==> src/rtl/jtpang_busak.sv <==
// Z80-side bus arbiter: grants the video object DMA the VRAM/attr bus at machine-cycle
// boundaries, stalling the CPU while DMA owns the bus.
module jtpang_busak #(
    parameter logic [11:0] MAXHOLD = 12'd2048,
    parameter logic [3:0]  MINGAP  = 4'd2
) (
    input  logic        clk,
    input  logic        rst_n,
    input  logic        cpu_cen,
    input  logic        busrq,
    input  logic        mreq_n,
    input  logic        iorq_n,
    input  logic        m1_n,
    output logic        busak_n,
    output logic        cpu_cen_g,
    output logic        dma_sel,
    output logic        hold_err,
    output logic [11:0] grant_cnt
);

    localparam int unsigned CW = 12;
    localparam int unsigned GW = 4;
    localparam logic [CW-1:0] HOLD_LAST = CW'(MAXHOLD - 12'd1);
    localparam logic [CW-1:0] CNT_MAX   = '1;

    typedef enum logic [1:0] {
        ST_IDLE,
        ST_WAIT,
        ST_GRANT,
        ST_RELEASE
    } state_t;

    state_t        state, state_nx;
    logic [CW-1:0] hold_cnt, hold_nx, grant_nx;
    logic [GW-1:0] gap_cnt, gap_nx;
    logic          busak_nx, dma_nx, err_nx;
    logic          boundary;

    // A fetch cycle (m1_n low) is never split, even with both strobes idle
    assign boundary  = mreq_n & iorq_n & m1_n;
    assign cpu_cen_g = cpu_cen & ~((state == ST_GRANT) | (state == ST_RELEASE));

    // Next-state and registered-output logic; nothing moves without cpu_cen
    always_comb begin
        state_nx = state;
        hold_nx  = hold_cnt;
        gap_nx   = gap_cnt;
        grant_nx = grant_cnt;
        busak_nx = busak_n;
        dma_nx   = dma_sel;
        err_nx   = hold_err;
        if (cpu_cen) begin
            case (state)
                ST_IDLE: begin
                    if (gap_cnt < MINGAP) begin
                        gap_nx = gap_cnt + 4'd1;
                    end else if (busrq) begin
                        state_nx = ST_WAIT;
                    end
                end
                ST_WAIT: begin
                    if (!busrq) begin
                        state_nx = ST_IDLE;
                    end else if (boundary) begin
                        state_nx = ST_GRANT;
                        dma_nx   = 1'b1;
                    end
                end
                ST_GRANT: begin
                    if (hold_cnt != CNT_MAX) begin
                        hold_nx = hold_cnt + 12'd1;
                    end
                    if (!busrq) begin
                        state_nx = ST_RELEASE;
                        busak_nx = 1'b1;
                    end else if (hold_cnt == HOLD_LAST) begin
                        state_nx = ST_RELEASE;
                        busak_nx = 1'b1;
                        err_nx   = 1'b1;
                    end else begin
                        busak_nx = 1'b0;
                    end
                end
                ST_RELEASE: begin
                    grant_nx = hold_cnt;
                    hold_nx  = '0;
                    gap_nx   = '0;
                    dma_nx   = 1'b0;
                    state_nx = ST_IDLE;
                end
                default: state_nx = ST_IDLE;
            endcase
        end
    end

    always_ff @(posedge clk or negedge rst_n) begin
        if (!rst_n) begin
            state     <= ST_IDLE;
            hold_cnt  <= '0;
            gap_cnt   <= MINGAP;
            grant_cnt <= '0;
            busak_n   <= 1'b1;
            dma_sel   <= 1'b0;
            hold_err  <= 1'b0;
        end else begin
            state     <= state_nx;
            hold_cnt  <= hold_nx;
            gap_cnt   <= gap_nx;
            grant_cnt <= grant_nx;
            busak_n   <= busak_nx;
            dma_sel   <= dma_nx;
            hold_err  <= err_nx;
        end
    end

endmodule

==> config.mk <==
export PLATFORM = sky130hd
export DESIGN_NAME = jtpang_busak
export DESIGN_NICKNAME = d
export VERILOG_FILES = /design/src/rtl/jtpang_busak.sv
export SDC_FILE = /design/constraint.sdc
export NUM_CORES = 1
export LEC_CHECK = 0
export CAP_MARGIN = 0
export CORE_UTILIZATION = 57
export DETAILED_ROUTE_END_ITERATION = 7
export HOLD_SLACK_MARGIN = 0.15
export PLACE_DENSITY = 0.95
export SLEW_MARGIN = 25
export SYNTH_ARGS = -nofsm -noshare
export SYNTH_HDL_FRONTEND = slang
export SYNTH_SLANG_ARGS = --single-unit
export TNS_END_PERCENT = 1
==> constraint.sdc <==
create_clock -name clk -period 4.6 [get_ports clk]
set_input_delay 1.15 -clock clk [delete_from_list [all_inputs] [get_ports clk]]
set_output_delay 1.15 -clock clk [all_outputs]
set_load 0.03 [all_outputs]
### Word-level counts from Yosys, hierarchy flattened

Cells that the tools add are included.

| storage, ports and cells | value |
|---|---|
| input port bits | 7 |
| bits in registers | 33 |
| word-level logic and storage cells | 55 |
| output and inout bits | 16 |

| cells by class | value |
|---|---|
| $lt $le $gt $ge | 1 |
| add/sub/neg operators | 2 |
| multiplexer cells | 16 |
| equality and inequality tests | 13 |
| bitwise gates (word level) | 5 |
| reduce and logical (&&, ||, !) cells | 11 |

Operators with widths:

| operator | count |
|---|---|
| one-hot mux 12 bit (2 select lines) | 1 |
| adder 12 x 1 -> 12 bit, second input constant | 1 |
| equality test 12 x 11 -> 1 bit, second input constant | 1 |
| 2-to-1 mux 12 bit | 1 |
| 2-to-1 mux 2 bit | 6 |
| != test 12 bit, second input constant | 1 |
| != test 2 bit, second input constant | 5 |
| one-hot mux 2 bit (4 select lines) | 1 |
| one-hot mux 4 bit (2 select lines) | 1 |
| AND reduction 4 bit | 2 |
| AND reduction 3 bit | 2 |
| nonzero test 2 bit | 3 |
| AND reduction 5 bit | 1 |
| adder 4 x 1 -> 4 bit, second input constant | 1 |
| equality test 2 bit, second input constant | 2 |
| < comparator 4 x 2 -> 1 bit, second input constant | 1 |
| 2-to-1 mux 1 bit | 4 |
| 2-to-1 mux 4 bit | 1 |
| AND reduction 2 bit | 2 |
| AND 1 bit | 3 |
| != test 3 x 2 -> 1 bit, second input constant | 1 |
| != test 3 bit, second input constant | 1 |
| equality test 2 x 1 -> 1 bit, second input constant | 1 |
| logical NOT 2 bit | 1 |
| other kinds (4) | 4 |

### Logic depth before layout (Yosys ltp)

Gate-level depths: netlist (run 1).

| logic depth | value |
|---|---|
| depth in word-level cells | 5 |
| depth in mapped cells | 6 |

### Worst setup path before layout (run 1)

Ideal clock, no wire load.

| timing | value |
|---|---|
| kind | input -> output |
| start point | input cpu_cen |
| end point | output cpu_cen_g |
| cell stages on the path | 1 |
| arrival | 1.605 ns |
| slack | 1.845 ns |
| data required time | 3.450 ns |
| path buffers | 0 |
| cell sequence | nor2b_1 |

| between the ends | value |
|---|---|
| longest elaborated chain between the ends | 1 |

Ends and longest elaborated chain:

| element | line | RTL |
|---|---|---|
| start: declaration | 9 | `input logic cpu_cen,` |
| AND 1 bit | 41 | `assign cpu_cen_g = cpu_cen & ~((state == ST_GRANT) \| (state == ST_RELEASE));` |
| end: declaration | 15 | `output logic cpu_cen_g,` |

No other way between the ends.

### Final worst setup path (run 1)

Same ends and word-level chain as after synthesis.

==> impl_metrics.csv, run 1 <==
group,metric,value,unit
run_status,outcome,"complete, no violations",
yosys,syn_area_per_cell,9.46,sq um
floorplanning,start_util,61.5,%
global_routing,grt.total_usage,24.7,%
yosys,synth-async-reset-ratio,100,%
cts,insertion_delay,330,ps
floorplanning,io_pins,23,
setup_path,cp.arrival,2590,ps
route,totalWireLength,3.09,mm
finish,fin_util,73.1,%
global_routing,grt.busiest_layer,"met2",
cts,cts_sinks,33,
yosys,ys.flop_type,"dfrtp_1",
finish,instances_no_fill,221,
global_routing,grt_pass1_vias,1223,
sta,rsz0062_at_grt,"false",
global_routing,grtUsageMet1,29.4,%
cts,cts_buffers,5,
power,ir_drop,307,uV
yosys,yosys_warnings,0,
setup_path,critPathRequiredTime,3450,ps
yosys,syn_area,1550,sq um
power,powerDensity,386,nW/um^2
global_routing,gr-usage-met2,41.3,%
setup_path,crit_top_cell,"clkdlybuf4s50_1",
floorplanning,dieArea,2930,sq um
yosys,synthTopCellsByArea,"dfrtp_1 (50%), nand2_1 (12%), dfstp_2 (3.4%), a21oi_1 (2.9%), o21ai_0 (2.9%)",
global_routing,grt_overflow,0,
route,via_per_inst,5.88,
setup_path,slowest_delay,680,ps
global_routing,grt_pass1_wl,5.06,mm
cts,cts_htree_levels,2,
sta,drv_slew,0,
route,drt_drc_violations_left,0,
sta,finalCriticalPeriod,3740,ps
yosys,synth_commonest_cells,"nand2_1 (48), dfrtp_1 (31), a21oi_1 (9), o21ai_0 (9), nor2_1 (8)",
route,wl_per_cell,14.0,um
placed_design,io_buffers,22,
sta,relSlewSlack,52.1,%
yosys,synth_top_area_cell,"dfrtp_1",
route,vias,1299,
cts,cts_tree,"done",
power,power,711,uW
global_routing,use_met3,5.93,%
floorplanning,die_width,54.2,um
cts,clkTransAtPathRegs,90,ps
cts,cts_max_path_buffers,2,
finish,antenna_cells,0,
route,detail-route-antenna-nets,0,
sta,setup_tns,0,ps
min_path,worstHoldPathType,"reg2reg",
yosys,synth_top_area_share,50.0,%
yosys,synth.distinct_cells,40,
floorplanning,die_height,54.2,um
sta,finalClockSkew,5.89,ps
sta,worst_pin_slew,716,ps
cts,cts_resized,0,
cts,root_buffer,"clkbuf_4",
job,cap_viol_max_count,0,
sta,setup_viol,0,
setup_path,startpoint_type,"input port",
route,drtIter0Drc,15,
yosys,synth-seq-cells,33,
setup_path,crit_chain,"clkdlybuf4s50_1, nor2b_1, clkdlybuf4s50_1",
cts,cts_setup_buffers,0,
finish,syn2layout_area_growth,18.9,%
route,firstDrtPassIters,4,
yosys,synth_edf_count,0,
global_routing,grt_max_degree,34,
placed_design,dp.cells,213,
yosys,netlist_instances,164,
placed_design,routabilityCongestion,0.865,
yosys,yosysSeqAreaShare,53.4,%
setup_path,worst_setup_path_end_kind,"output port",
cts,holdBufCountCts,0,
sta,period_share,81.3,%
setup_path,path_max_fanout,8,
finish,drive_gt1_share,8.38,%
yosys,syn_nets,173,
setup_path,critPathSlowestCell,"clkdlybuf4s50_1",
sta,max_freq,0.267,GHz
sta,hold_viol,0,
setup_path,worstSetupPathType,"in2out",
yosys,synth.most_common_cell,"nand2_1",
placed_design,hpwl,2.18,mm
power,p_leak,0.000838,uW
floorplanning,num_rows,18,
floorplanning,core,2520,sq um
global_routing,antenna_found_initial,0,
finish,finalNetCount,199,
## registers in the layout, summed over array words and instances, names as in the netlist, named ones only
name       count
gap_cnt        4
hold_cnt      12
dma_sel        1
busak_n        1
grant_cnt     12
hold_err       1
state          1
## path summary, 6_finish.rpt
check	start	endpoint	slack (ps)	depth (start not counted)
max in group asynchronous	rst_n	gap_cnt[1]	3060	2
worst max register to register	hold_cnt[0]	hold_cnt[7]	2760	6
worst min-delay path	grant_cnt[3]	grant_cnt[3]	480	2
worst min register to register	grant_cnt[3]	grant_cnt[3]	480	2
worst max-delay path	cpu_cen	cpu_cen_g	860	3
min in group asynchronous	rst_n	grant_cnt[9]	1220	2
## metal layers
layer	up-vias	routed length, um
met5	-	0
li1	632	-
met3	6	139
met4	0	44
met1	627	1370
met2	34	1530
## report_power, final
part / switching [uW] / leakage (uW) / internal (uW)
clock: 91.3 / 0.0000265 / 60.9
combinational: 105 / 0.000368 / 75.5
sequential: 40.9 / 0.000444 / 338
## critical path: cells and delay by family
family                 cells  cell delay, ps
buffers and inverters      2            1270
and+or+nand+nor            1             170
## cell type report
class | count | area, sq um
Fill cell | 193 | 678
Clock buffer | 8 | 48.8
Tap cell | 30 | 37.5
Timing Repair Buffer | 25 | 243
Sequential cell | 33 | 828
Inverter | 2 | 7.51
Multi-Input combinational cell | 123 | 679
## through the flow
| stage | setup WS [ps] | hold WS [ps] | area (sq um) |
|---|---|---|---|
| 5_1_grt | 814 | 507 | 1840 |
| 6_report | 860 | 477 | 1840 |
| 4_1_cts | 870 | 485 | 1840 |
| 3_5_place_dp | 890 | 462 | 1800 |
| 2_1_floorplan | 1840 | 446 | 1550 |
| 3_3_place_gp | 896 | 457 | 1800 |
## logic make-up (layout without fill, tap and decap cells)
| family | count (synthesis) | in the layout | share of synthesized area, % |
|---|---|---|---|
| and+or+nand+nor | 92 | 92 | 30.3 |
| DFF | 33 | 33 | 53.4 |
| AOI/OAI and AO/OA | 28 | 28 | 11.2 |
| buffers and inverters | 8 | 35 | 2.82 |
| adders and majority gates | 2 | 2 | 1.61 |
| muxes | 1 | 1 | 0.645 |
## layout by cell type (no fill, tap or decap), types with 5 or more instances in the layout
| master | count |
|---|---|
| nand2_1 | 48 |
| dfrtp_1 | 31 |
| clkdlybuf4s50_1 | 22 |
| a21oi_1 | 9 |
| o21ai_0 | 9 |
| nor2_1 | 8 |
| nand4_1 | 5 |
| or3_1 | 5 |
| clkbuf_4 | 5 |
Power figures use the tool's default switching activity.
==> inputs of run 2 (changes only) <==
CORE_UTILIZATION = 53   (was 57)
PLACE_DENSITY = 0.9   (was 0.95)
clock period = 3.7 ns   (was 4.6 ns; I/O delays follow)
==> run 2 against run 1 <==
Clock power is 37% higher. Cell area is 0.61% higher. Flip-flop and latch count stayed put. Critical endpoint unchanged. Non-clock buffer count stayed put. Critical path depth stayed put. Critical path type unchanged. Routed wire length is 9.2% higher. Via count is 2.2% higher. Sequential share of layout area is 0.27 points lower. Sequential power is 25% higher. Global-route usage is 0.56 points lower. Largest cell class unchanged.
==> impl_metrics.csv, run 2 (synthesis gave the netlist of run 1 again) <==
group,metric,value,unit
sta,drv_slew,0,
route,detail-route-antenna-nets,0,
cts,cts_resized,0,
floorplanning,die_height,56.1,um
power,powerDensity,490,nW/um^2
finish,drive_gt1_share,8.90,%
global_routing,grt_max_degree,34,
setup_path,worstSetupPathType,"in2out",
floorplanning,die_width,56.1,um
cts,cts_sinks,33,
global_routing,grt_overflow,0,
global_routing,grt_pass1_vias,1280,
finish,final_cell_mix,"nand2_1 (48), dfrtp_1 (31), clkdlybuf4s50_1 (22), a21oi_1 (9), o21ai_0 (9)",
cts,insertion_delay,340,ps
finish,antenna_cells,0,
floorplanning,start_util,56.3,%
route,wl_per_cell,15.2,um
sta,hold_viol,0,
setup_path,cp.arrival,2370,ps
placed_design,io_buffers,22,
cts,cts_buffers,5,
sta,relSlewSlack,60.7,%
floorplanning,core,2760,sq um
sta,finalCriticalPeriod,3290,ps
route,via_per_inst,5.98,
sta,period_share,89.0,%
sta,setup_tns,0,ps
floorplanning,io_pins,23,
setup_path,crit_start,"cpu_cen",
route,drt_drc_violations_left,0,
setup_path,path_max_fanout,8,
setup_path,r2r-start,"hold_cnt[0]",
min_path,min_from,"grant_cnt[11]",
floorplanning,num_rows,19,
sta,max_freq,0.304,GHz
cts,cts_max_path_buffers,2,
run_status,outcome,"complete, no violations",
finish,reg.largest.list,"grant_cnt x12, hold_cnt x12, gap_cnt x4",
cts,cts_tree,"done",
min_path,worstHoldPathType,"reg2reg",
route,firstDrtPassIters,4,
cts,holdBufCountCts,0,
global_routing,grt.total_usage,24.1,%
global_routing,antenna_found_initial,0,
finish,finalNetCount,199,
sta,finalClockSkew,12.1,ps
power,p_leak,0.000844,uW
sta,hold_ws,477,ps
cts,root_buffer,"clkbuf_4",
cts,clkTransAtPathRegs,90,ps
setup_path,startpoint_type,"input port",
placed_design,routabilityCongestion,0.905,
route,vias,1328,
sta,rsz0062_at_grt,"false",
sta,worst_pin_slew,585,ps
job,cap_viol_max_count,0,
setup_path,worst_setup_path_end_kind,"output port",
setup_path,critPathRequiredTime,2770,ps
floorplanning,dieArea,3150,sq um
cts,cts_setup_buffers,0,
power,ir_drop,379,uV
placed_design,hpwl,2.36,mm
route,totalWireLength,3.37,mm
finish,final_common_cell,"nand2_1",
route,drtIter0Drc,52,
global_routing,grt_pass1_wl,5.75,mm
finish,syn2layout_area_growth,19.6,%
sta,setup_viol,0,
cts,cts_htree_levels,2,
run 2: cell count changes in the layout (fill, tap and decap cells not counted):
| cell | before | now |
|---|---|---|
| clkbuf_8 | 0 | 1 |
| clkbuf_1 | 3 | 2 |
run 2: final cells by class:
cell class / instances / area, sq um
Fill cell: 234 / 902
Sequential cell: 33 / 828
Multi-Input combinational cell: 123 / 679
Timing Repair Buffer: 25 / 243
Clock buffer: 8 / 58.8
Tap cell: 31 / 38.8
Inverter: 2 / 7.51
run 2: critical path, stage by stage:
cell and delay, ps:
clkdlybuf4s50_1 600, nor2b_1 170, clkdlybuf4s50_1 680
run 2: metal layers:
| metal | track usage (%) | vias up | wire length [um] |
|---|---|---|---|
| li1 | - | 635 | - |
| met1 | 27.7 | 629 | 1420 |
| met2 | 41.2 | 52 | 1690 |
| met3 | 8.37 | 12 | 193 |
| met4 | 9.41 | 0 | 65 |
| met5 | 0 | - | 0 |
run 2: path summary, 6_finish.rpt:
| kind | endpoint | slack, ps | depth (start not counted) |
|---|---|---|---|
| max | cpu_cen_g | 410 | 3 |
| min | grant_cnt[11] | 480 | 2 |
| max reg2reg | hold_cnt[8] | 1760 | 6 |
| min reg2reg | grant_cnt[11] | 480 | 2 |
| max in group asynchronous | gap_cnt[1] | 2400 | 2 |
| min in group asynchronous | grant_cnt[9] | 970 | 2 |
run 2: report_power, final:
group          internal [uW]  switching [uW]
registers                420            54.3
logic                   93.2             134
clock network           93.7             114
run 2: through the flow:
stage               area, sq um  power, uW  std cells  setup slack [ps]  utilization (%)
floorplan                  1550        619        164              1390                -
global placement           1800        688        214               447             65.2
detailed placement         1800        707        214               414             65.2
CTS                        1860        914        222               403             67.3
global route               1860        960        222               324             67.3
finish                     1860        910        222               406             67.3
==> inputs of run 3 (changes only) <==
CORE_UTILIZATION = 57   (was 53)
PLACE_DENSITY = 0.95   (was 0.9)
clock period = 4.2 ns   (was 3.7 ns; I/O delays follow)
==> run 3 against run 2 <==
Count of clock-buffer cells in the layout decreased by 1. Combinational power shrank 13%. Flip-flop and latch count unchanged. Sequential share of layout area down 0.24 points. Cell count down 0.45%. Worst hold slack improved by 4.5 ps.
==> impl_metrics.csv, run 3 (synthesis gave the netlist of run 1 again) <==
group,metric,value,unit
setup_path,slowest_delay,680,ps
setup_path,path_max_fanout,8,
floorplanning,num_rows,18,
cts,cts_resized,0,
setup_path,worstRegToRegCells,6,
setup_path,timing.rr.end,"hold_cnt[7]",
sta,max_freq,0.283,GHz
global_routing,antenna_found_initial,0,
cts,insertion_delay,340,ps
sta,rsz0062_at_grt,"false",
cts,clkTransAtPathRegs,90,ps
route,via_per_inst,5.87,
finish,fin_util,74.0,%
power,powerDensity,438,nW/um^2
finish,drive_gt1_share,9.95,%
sta,relSlewSlack,51.8,%
route,vias,1297,
power,p_comb_share,24.2,%
finish,finalNetCount,199,
min_path,worstHoldPathType,"reg2reg",
finish,syn2layout_area_growth,20.2,%
sta,setup_viol,0,
power,clockPowerShare,25.0,%
route,wl_per_cell,14.1,um
floorplanning,die_height,54.2,um
global_routing,grt.total_usage,25.9,%
route,drt_drc_violations_left,0,
floorplanning,dieArea,2930,sq um
setup_path,regToRegSetupSlack,2310,ps
finish,final_common_cell,"nand2_1",
sta,worst_pin_slew,720,ps
route,drtIter0Drc,39,
power,p_seq_share,50.8,%
setup_path,critPathSlowestCell,"clkdlybuf4s50_1",
global_routing,grt_pass1_wl,5.26,mm
sta,setup_tns,0,ps
floorplanning,die_width,54.2,um
sta,period_share,84.1,%
placed_design,io_buffers,22,
setup_path,r2r-start,"hold_cnt[0]",
sta,finalClockSkew,13.7,ps
power,switchingPower,267,uW
route,firstDrtPassIters,4,
min_path,hold_path_end,"grant_cnt[3]",
power,p_leak,0.000853,uW
placed_design,hpwl,2.15,mm
cts,cts_buffers,5,
cts,cts_setup_buffers,0,
min_path,min_from,"grant_cnt[3]",
finish,reg.largest.list,"grant_cnt x12, hold_cnt x12, gap_cnt x4",
setup_path,crit_family,"buffers and inverters",
cts,holdBufCountCts,0,
sta,finalCriticalPeriod,3530,ps
route,totalWireLength,3.12,mm
power,switching_share,32.7,%
min_path,min_path_cells,2,
setup_path,worst_setup_path_end_kind,"output port",
power,ir_drop,332,uV
cts,cts_htree_levels,2,
setup_path,startpoint_type,"input port",
finish,final_cell_mix,"nand2_1 (48), dfrtp_1 (31), clkdlybuf4s50_1 (22), a21oi_1 (9), o21ai_0 (9)",
setup_path,crit_chain,"clkdlybuf4s50_1, nor2b_1, clkdlybuf4s50_1",
setup_path,critPathRequiredTime,3150,ps
floorplanning,io_pins,23,
floorplanning,start_util,61.5,%
finish,antenna_cells,0,
cts,cts_tree,"done",
cts,cts_max_path_buffers,2,
setup_path,crit_top_cell,"clkdlybuf4s50_1",
route,detail-route-antenna-nets,0,
global_routing,grt_overflow,0,
global_routing,grt_pass1_vias,1224,
placed_design,routabilityCongestion,0.861,
run_status,outcome,"complete, no violations",
cts,cts_sinks,33,
finish,fill_cells,185,
cts,root_buffer,"clkbuf_4",
power,p_int,549,uW
global_routing,grt_max_degree,34,
sta,hold_viol,0,
setup_path,worstSetupPathType,"in2out",
setup_path,cp.arrival,2480,ps
sta,drv_slew,0,
sta,hold_ws,481,ps
job,cap_viol_max_count,0,
floorplanning,core,2520,sq um
setup_path,crit_buf_inv,2,
-- run 3: changes by cell type in the layout (fill, tap and decap cells not counted), sizes merged --
cell	change
clkbuf	-1
clkinv	+1
-- run 3: stage by stage --
stage          worst slack, ps  power [uW]  std cells  area [sq um]
5_1_grt                    613         865        221          1870
3_3_place_gp               696         607        213          1800
4_1_cts                    665         824        221          1870
3_5_place_dp               684         616        213          1800
2_1_floorplan             1640         546        164          1550
6_report                   666         817        221          1870
-- run 3: routing by layer --
| layer | part of all wire (%) | up-vias | GRT usage [%] |
|---|---|---|---|
| met5 | 0 | - | 0 |
| met4 | 2.0 | 0 | 11.5 |
| met3 | 6.3 | 8 | 9.32 |
| met2 | 49 | 46 | 40.9 |
| met1 | 43 | 609 | 31.6 |
| li1 | - | 634 | - |
-- run 3: final cells by class --
| type | instances | area, sq um | area share (%) |
|---|---|---|---|
| multi-input cells | 123 | 679 | 36.4 |
| flip-flops and latches | 33 | 828 | 44.4 |
| clock inverters | 1 | 5.00 | 0.268 |
| clock buffers | 7 | 65.1 | 3.49 |
| inverters | 2 | 7.51 | 0.402 |
| repair buffers | 25 | 243 | 13.0 |
| well taps | 30 | 37.5 | 2.01 |
-- run 3: how the worst max path moves through the flow --
stage	from	to	slack, ps	cells after the start
floorplan	cpu_cen	cpu_cen_g	1640	1
global placement	cpu_cen	cpu_cen_g	700	3
detailed placement	cpu_cen	cpu_cen_g	680	3
CTS	cpu_cen	cpu_cen_g	670	3
global route	cpu_cen	cpu_cen_g	610	3
finish	cpu_cen	cpu_cen_g	670	3
-- run 3: power groups by stage --
stage / clock network, uW / registers, uW / logic (uW)
2_1_floorplan: 0 / 435 / 111
3_3_place_gp: 0 / 417 / 190
3_5_place_dp: 0 / 419 / 197
4_1_cts: 211 / 413 / 200
5_1_grt: 225 / 423 / 217
6_report: 204 / 415 / 198
-- run 3: worst register-to-register path: stages, from the launching register on --
cell and delay (ps):
dfrtp_1 430, ha_1 240, nand2_1 100, nor4_1 550
buf_4 260, or3_1 120, a21oi_1 60
